<file path="src/rtl/load_use_hazard_unit.sv">
// rtl/load_use_hazard_unit.sv - load-use stall detection with EX/MEM/WB shadow destination slots
// Holds issue in ID for one cycle when a source needs a load still in EX.
module load_use_hazard_unit (
  input  logic        clk,
  input  logic        rst_n,
  input  logic        ID_valid,
  input  logic [4:0]  ID_Rn,
  input  logic [4:0]  ID_Rm,
  input  logic [4:0]  ID_Rt,
  input  logic        ID_useRn,
  input  logic        ID_useRm,
  input  logic        ID_useRt,
  input  logic [4:0]  ID_Rd,
  input  logic        ID_RegWrite,
  input  logic        ID_MemRead,
  input  logic        ID_BRLink,
  input  logic        flush,
  output logic        stall,
  output logic        bubble,
  output logic [4:0]  EX_Rd,
  output logic [4:0]  MEM_Rd,
  output logic        EX_RegWrite,
  output logic        MEM_RegWrite,
  output logic [15:0] stall_count
);

  typedef struct packed {
    logic       valid;
    logic [4:0] rd;
    logic       regwrite;
    logic       memread;
  } slot_t;

  localparam logic [4:0]  XZR     = 5'd31;
  localparam logic [4:0]  LINK_RD = 5'd30;
  localparam logic [15:0] CNT_MAX = 16'hFFFF;

  slot_t       ex_q, ex_d;
  slot_t       mem_q, mem_d;
  slot_t       wb_q, wb_d;
  logic [15:0] stall_count_q, stall_count_d;

  logic [4:0] id_rd_eff;
  logic       id_rw_eff;
  logic       ex_is_load;
  logic       hit_rn, hit_rm, hit_rt;
  logic       unused_wb;

  // X31 reads as zero, so it can never depend on an in-flight load.
  function automatic logic src_hit(input logic use_s, input logic [4:0] src,
                                   input logic ex_load, input logic [4:0] ex_rd);
    return use_s & (src != XZR) & ex_load & (ex_rd == src);
  endfunction

  always_comb begin
    id_rd_eff  = ID_BRLink ? LINK_RD : ID_Rd;
    id_rw_eff  = ID_BRLink | ID_RegWrite;
    ex_is_load = ex_q.valid & ex_q.regwrite & ex_q.memread;
    hit_rn     = src_hit(ID_useRn, ID_Rn, ex_is_load, ex_q.rd);
    hit_rm     = src_hit(ID_useRm, ID_Rm, ex_is_load, ex_q.rd);
    hit_rt     = src_hit(ID_useRt, ID_Rt, ex_is_load, ex_q.rd);
    stall      = ID_valid & ~flush & (hit_rn | hit_rm | hit_rt);
    bubble     = stall | flush;
  end

  always_comb begin
    ex_d  = '0;
    mem_d = ex_q;
    wb_d  = mem_q;
    if (!bubble) begin
      ex_d.valid    = ID_valid;
      ex_d.rd       = id_rd_eff;
      ex_d.regwrite = id_rw_eff;
      ex_d.memread  = ID_MemRead;
    end
  end

  always_comb begin
    stall_count_d = stall_count_q;
    if (stall && (stall_count_q != CNT_MAX)) begin
      stall_count_d = stall_count_q + 16'd1;
    end
  end

  always_ff @(posedge clk or negedge rst_n) begin
    if (!rst_n) begin
      ex_q          <= '0;
      mem_q         <= '0;
      wb_q          <= '0;
      stall_count_q <= '0;
    end else begin
      ex_q          <= ex_d;
      mem_q         <= mem_d;
      wb_q          <= wb_d;
      stall_count_q <= stall_count_d;
    end
  end

  // WB slot is kept for a future writeback bypass; nothing reads it yet.
  assign unused_wb = ^wb_q;

  assign EX_Rd        = ex_q.rd;
  assign MEM_Rd       = mem_q.rd;
  assign EX_RegWrite  = ex_q.valid & ex_q.regwrite;
  assign MEM_RegWrite = mem_q.valid & mem_q.regwrite;
  assign stall_count  = stall_count_q;

endmodule

</file>
<file path="config.mk">
export PLATFORM = sky130hd
export DESIGN_NAME = load_use_hazard_unit
export DESIGN_NICKNAME = d
export VERILOG_FILES = /design/src/rtl/load_use_hazard_unit.sv
export SDC_FILE = /design/constraint.sdc
export NUM_CORES = 1
export LEC_CHECK = 0
export BUFFER_PORTS_ARGS = -buffer_cell sky130_fd_sc_hd__buf_2
export CORE_UTILIZATION = 49
export DETAILED_ROUTE_END_ITERATION = 10
export PLACE_DENSITY = 0.79
export SYNTH_ARGS = -nofsm -noshare
export SYNTH_HDL_FRONTEND = slang
export SYNTH_SLANG_ARGS = --single-unit
export TNS_END_PERCENT = 30
</file>
<file path="constraint.sdc">
create_clock -name clk -period 2.4 [get_ports clk]
set_input_delay 0.48 -clock clk [delete_from_list [all_inputs] [get_ports clk]]
set_output_delay 0.48 -clock clk [all_outputs]
set_load 0.03 [all_outputs]
</file>
Yosys cells after proc, flatten, opt, wreduce, memory -nomap -nowiden
Cells that the tools add are included.
- eq/ne operators: 7
- reductions and logical operators: 1
- bitwise gates (word level): 19
- add/sub/neg operators: 1
- mux-type cells: 2
- operator list (cell ; count):
    adder 16 x 1 -> 16 bit, second input constant ; 1
    inequality test 16 bit, second input constant ; 1
    equality test 5 bit ; 3
    inequality test 5 bit, second input constant ; 3
    AND 1 bit ; 14
    two-way mux 8 bit ; 1
    two-way mux 5 bit ; 1
    OR 1 bit ; 4
    logical AND 1 bit ; 1
    inverter 1 bit ; 1
- bits of input ports: 30
- register bits after elaboration: 31
- output and inout bits: 30

Depth between registers and ports, before layout
- depth after elaboration: 9
- depth in mapped cells: 8

Worst setup path before layout
No wires, ideal clock.
- path type: register to register
- from: reg stall_count_q[0], in the netlist stall_count[0]
- to: reg stall_count_q[1], in the netlist stall_count[1]
- buffers on the path: 1
- required time: 2275 ps
- stages on the path, launching flop included: 8
- arrival: 1989 ps
- slack: 287 ps
- cells stage by stage: dfrtp_1 -> ha_1 -> nand3_1 -> nor4_1 -> nor2b_1 -> clkbuf_2 -> nor2_1 -> mux2_2
- longest elaborated chain between the ends: 2
- elaborated cells on any way between the ends: 3
- those cells by class: 1 x add/sub; 1 x eq/ne; 1 x reduce/logical
- RTL lines (item ; RTL line ; RTL):
    start: declaration ; 41 ; logic [15:0] stall_count_q, stall_count_d;
    start signal: assignment ; 95 ; stall_count_q <= stall_count_d;
    branches (longest 2 deep; another with adder 16 x 1 -> 16 bit) ; n/a ;
Several ways; the timed one is not identified.
A chain may end at the register's enable or synchronous reset.

Worst setup path in the final report
- from: reg ex_q, in the netlist EX_Rd[2]
- to: out bubble
- longest elaborated chain between the ends: 6
- elaborated cells on any way between the ends: 10
- those cells by class: 3 x eq/ne; 7 x bitwise
- RTL lines (item ; RTL line ; RTL):
    start: declaration ; 38 ; slot_t ex_q, ex_d;
    start signal: assignment ; 87 ; ex_q <= '0;
    start signal: assignment ; 92 ; ex_q <= ex_d;
    equality test 5 bit ; 52 ; return use_s & (src != XZR) & ex_load & (ex_rd == src);
    AND 1 bit ; 52 ;
    OR 1 bit ; 62 ; stall = ID_valid & ~flush & (hit_rn | hit_rm | hit_rt);
    OR 1 bit (*) ; 62 ;
    AND 1 bit (*) ; 62 ;
    OR 1 bit (*) ; 63 ; bubble = stall | flush;
    end: declaration ; 19 ; output logic bubble,
Every way passes the cells marked *; elsewhere a longest branch is shown, timed or not.

==> run metrics <==
count of routing violations after the opening detailed-route iteration=81; worst ir drop on vdd=0.314 mV; number of top-level pins=60; Max FO, Critical Path=4; HPWL after DPL=2450 um; actual transition at the worst max-transition pin=1.01 ns; share of cell area taken by muxes after synthesis=0.00681; logic depth of the worst register-to-register path=7; maximum achievable frequency=408 MHz; Cell variety after synth=34; hold buffer count at CTS=0; Vias/cell=5.17; final antenna-violating net count=0; wire length of the first global-routing pass=5600 um; total negative slack=-0.0888 ns; Int Pwr=843 uW; chip width=60.1 um; post-synthesis instance total=156; Post-Place Worst Slack=-0.0981 ns; leakage component of the power=1.06 nW; share of synthesized flip-flops with an asynchronous set or reset=1.00; # setup viols final=2; type of the tightest min-delay check=primary input to async pin; post-route clock period utilization=1.02; sequential share of the synthesized area=0.469; required time of the critical path=1.92 ns; count of pins over their slew limit=0; number of nets at the end of the flow=249; final hold violations=0; slowest CP cell=sky130_fd_sc_hd__dfrtp_2; crit path DAT=1.97 ns; # Max-Cap Violations=0; origin of the worst setup path=EX_Rd[2]; Max-Slew Margin vs Limit=0.323; Switch Pwr=281 uW; Comb pwr share=0.125; complex-gate fraction of the synthesized area=0.0575; flop and latch count out of synthesis=31; core area=3130 um^2; area enclosed by the die boundary=3610 um^2; final std cells w/o fill=263; syn nets=187; number of diodes=0; number of placement rows=20; PwrDens=532 nW/um^2; proportion of power drawn by the clock network=0.384; worst reg-to-reg setup slack=0.07 ns; TritonCTS Buffers=5; DRC Markers=0; worst-case clock buffer depth=2; placer's final routability congestion estimate=0.813; number of input and output port buffers inserted=59; class of the most critical setup path=flop to output port; top_reg_cell synth=sky130_fd_sc_hd__dfrtp_1; filler cell count=240; violations in the final reports=negative setup slack; die span in y=60.1 um; Total Routed Length=3620 um; Adder-Cell Fraction of Synth Area=0.00756; CTS clock-pin slew for the worst setup and hold paths=0.11 ns; xor and xnor area share after synthesis=0.138; post-synthesis simple-gate area fraction=0.254; detailed-route wire length per cell=13.8 um; Post-Synthesis Mean Instance Area=10.6 um^2; crit-path cells=xnor2_1 -> nand2_1 -> a2111oi_4 -> or3_4 -> a21o_1 -> buf_6; Clk Tree Root Cell=sky130_fd_sc_hd__clkbuf_4; GRT Residual Overflow=0; share of post-route cells with drive strength above 1=0.447; number of global-route vias before repair=1,246; slowest cell delay on critical path=0.47 ns; net switching share of the total power=0.250; GRT Overall Usage=0.220; placed cell area=1940 um^2; Worst-Skew Late Latency=0.34 ns; area grow syn2layout=27.8%; number of antenna violations at the first check in global routing=0; largest family of logic cells by synthesized area=simple AND/OR/NAND/NOR gates; result of the run=complete, but fails checks; post-route standard cell area excluding fillers=2110 um^2; synthesized cell area=1650 um^2; warnings from Yosys=0; worst reg2reg startpoint=EX_Rd[4]; smallest hold slack=0.164 ns; type of element capturing the critical path=output port; TritonCTS clock tree=built; min setup slack post-route=-0.0536 ns; count of flip-flops with a built-in enable after synthesis=0; number of H-tree levels=2; unrepaired setup endpoints after global routing=yes; initial standard-cell utilization of the core=0.529; Critical Path Start Type=flop; Cell Count Post-Placement=250; end of the worst register-to-register path=stall_count[1]; Setup crit end=bubble; detailed-router iteration count before antenna repair=4; shortest clock period the worst path allows after layout=2.45 ns; sequential power share=0.491; routed vias=1,360; maximum number of pins on one net before global-route repair=32; TritonCTS sink count=31; clock skew=0.0113 ns
==> worst max-delay path, delay by kind of cell (launching register included) <==
| kind | cells | cell delay (ns) |
|---|---|---|
| AOI/OAI and AO/OA | 2 | 0.56 |
| xor gates and xnor gates | 1 | 0.15 |
| buffers and inverters | 1 | 0.14 |
| DFF | 1 | 0.47 |
| and+or+nand+nor | 2 | 0.33 |
==> sequential cells by signal, summed over array words and instances, names as in the netlist <==
register     cells
EX_Rd            5
MEM_Rd           5
ex_q             3
mem_q            2
stall_count     16
==> how the worst min path moves through the flow <==
stage / start / endpoint / slack (ns) / cells after the start
3_5_place_dp: ex_q[1] / mem_q[1] / 0.39 / 0
4_1_cts: rst_n / ex_q[7] / 0.18 / 1
2_1_floorplan: rst_n / EX_Rd[0] / 0.18 / 0
6_report: rst_n / ex_q[7] / 0.16 / 1
5_1_grt: rst_n / stall_count[12] / 0.21 / 1
3_3_place_gp: ex_q[1] / mem_q[1] / 0.39 / 0
==> through the flow <==
stage	power (mW)	util
final	1.12	0.676
after global routing	1.17	0.676
after CTS	1.13	0.668
after floorplan	0.639	-
after detailed placement	0.685	0.620
after global placement	0.685	0.620
==> cell type report <==
cell class / instances / area (um^2) / share of cell area
Sequential cell: 31 / 782 / 0.370
Clock inverter: 2 / 35.0 / 0.0166
Multi-Input combinational cell: 108 / 803 / 0.380
Clock buffer: 6 / 51.3 / 0.0243
Inverter: 4 / 15.0 / 0.00710
Tap cell: 44 / 55.1 / 0.0261
Timing Repair Buffer: 68 / 372 / 0.176
==> cell usage after synthesis (all sizes together), types with 2 or more instances <==
library cell	number	area, um^2
dfrtp	31	776
nor2	16	60.1
xnor2	14	123
buf	12	91.3
xor2	12	105
nand3	11	55.1
nor3	9	65.1
nand2	8	30.0
nand4	5	31.3
nor4	5	46.3
inv	4	15.0
and2	3	18.8
and3	3	18.8
o2111ai	3	32.5
a21boi	2	15.0
nand2b	2	12.5
nor2b	2	12.5
or2b	2	15.0
or3	2	12.5
==> logic make-up after synthesis <==
group / after synthesis
muxes: 1
adders and majority gates: 1
and+or+nand+nor: 72
buffers and inverters: 17
xor gates and xnor gates: 26
DFF: 31
AOI/OAI and AO/OA: 8
==> layer usage <==
layer	part of all wire	up-vias	GRT usage
met2	0.47	54	0.330
met4	0.032	0	0.150
li1	-	656	-
met5	0	-	0
met3	0.054	10	0.0563
met1	0.45	640	0.275
==> power groups by stage <==
stage	clock (mW)	sequential, mW	combinational (mW)
floorplan	0	0.558	0.0809
finish	0.432	0.552	0.141
detailed placement	0	0.561	0.125
global placement	0	0.561	0.124
global route	0.462	0.554	0.153
CTS	0.440	0.550	0.136
==> cell usage in the layout, fill, tap and decap left out, types with 2 or more instances in the layout <==
master / instances
sky130_fd_sc_hd__buf_2: 57
sky130_fd_sc_hd__dfrtp_1: 26
sky130_fd_sc_hd__nor2_1: 16
sky130_fd_sc_hd__xnor2_1: 12
sky130_fd_sc_hd__xor2_1: 12
sky130_fd_sc_hd__nand3_1: 11
sky130_fd_sc_hd__buf_4: 10
sky130_fd_sc_hd__nand2_1: 8
sky130_fd_sc_hd__dfrtp_2: 5
sky130_fd_sc_hd__nand4_1: 5
sky130_fd_sc_hd__nor3_2: 5
sky130_fd_sc_hd__clkbuf_4: 5
sky130_fd_sc_hd__inv_1: 4
sky130_fd_sc_hd__nor3_1: 4
sky130_fd_sc_hd__nor4_1: 4
sky130_fd_sc_hd__and2_1: 3
sky130_fd_sc_hd__a21boi_1: 2
sky130_fd_sc_hd__o2111ai_2: 2
sky130_fd_sc_hd__xnor2_2: 2
sky130_fd_sc_hd__nand2b_1: 2
sky130_fd_sc_hd__or2b_1: 2
sky130_fd_sc_hd__nor2b_1: 2
sky130_fd_sc_hd__and3_1: 2
==> what timing repair did <==
action / in CTS / in global routing
setup endpoints to repair: 3 / 6
resized for setup: 11 / 5
pin swaps: 5 / 0
hold endpoints to repair: 0 / 0
cloned: 0 / 0
setup buffers: 5 / 0
(Power assumes the default switching activity.)
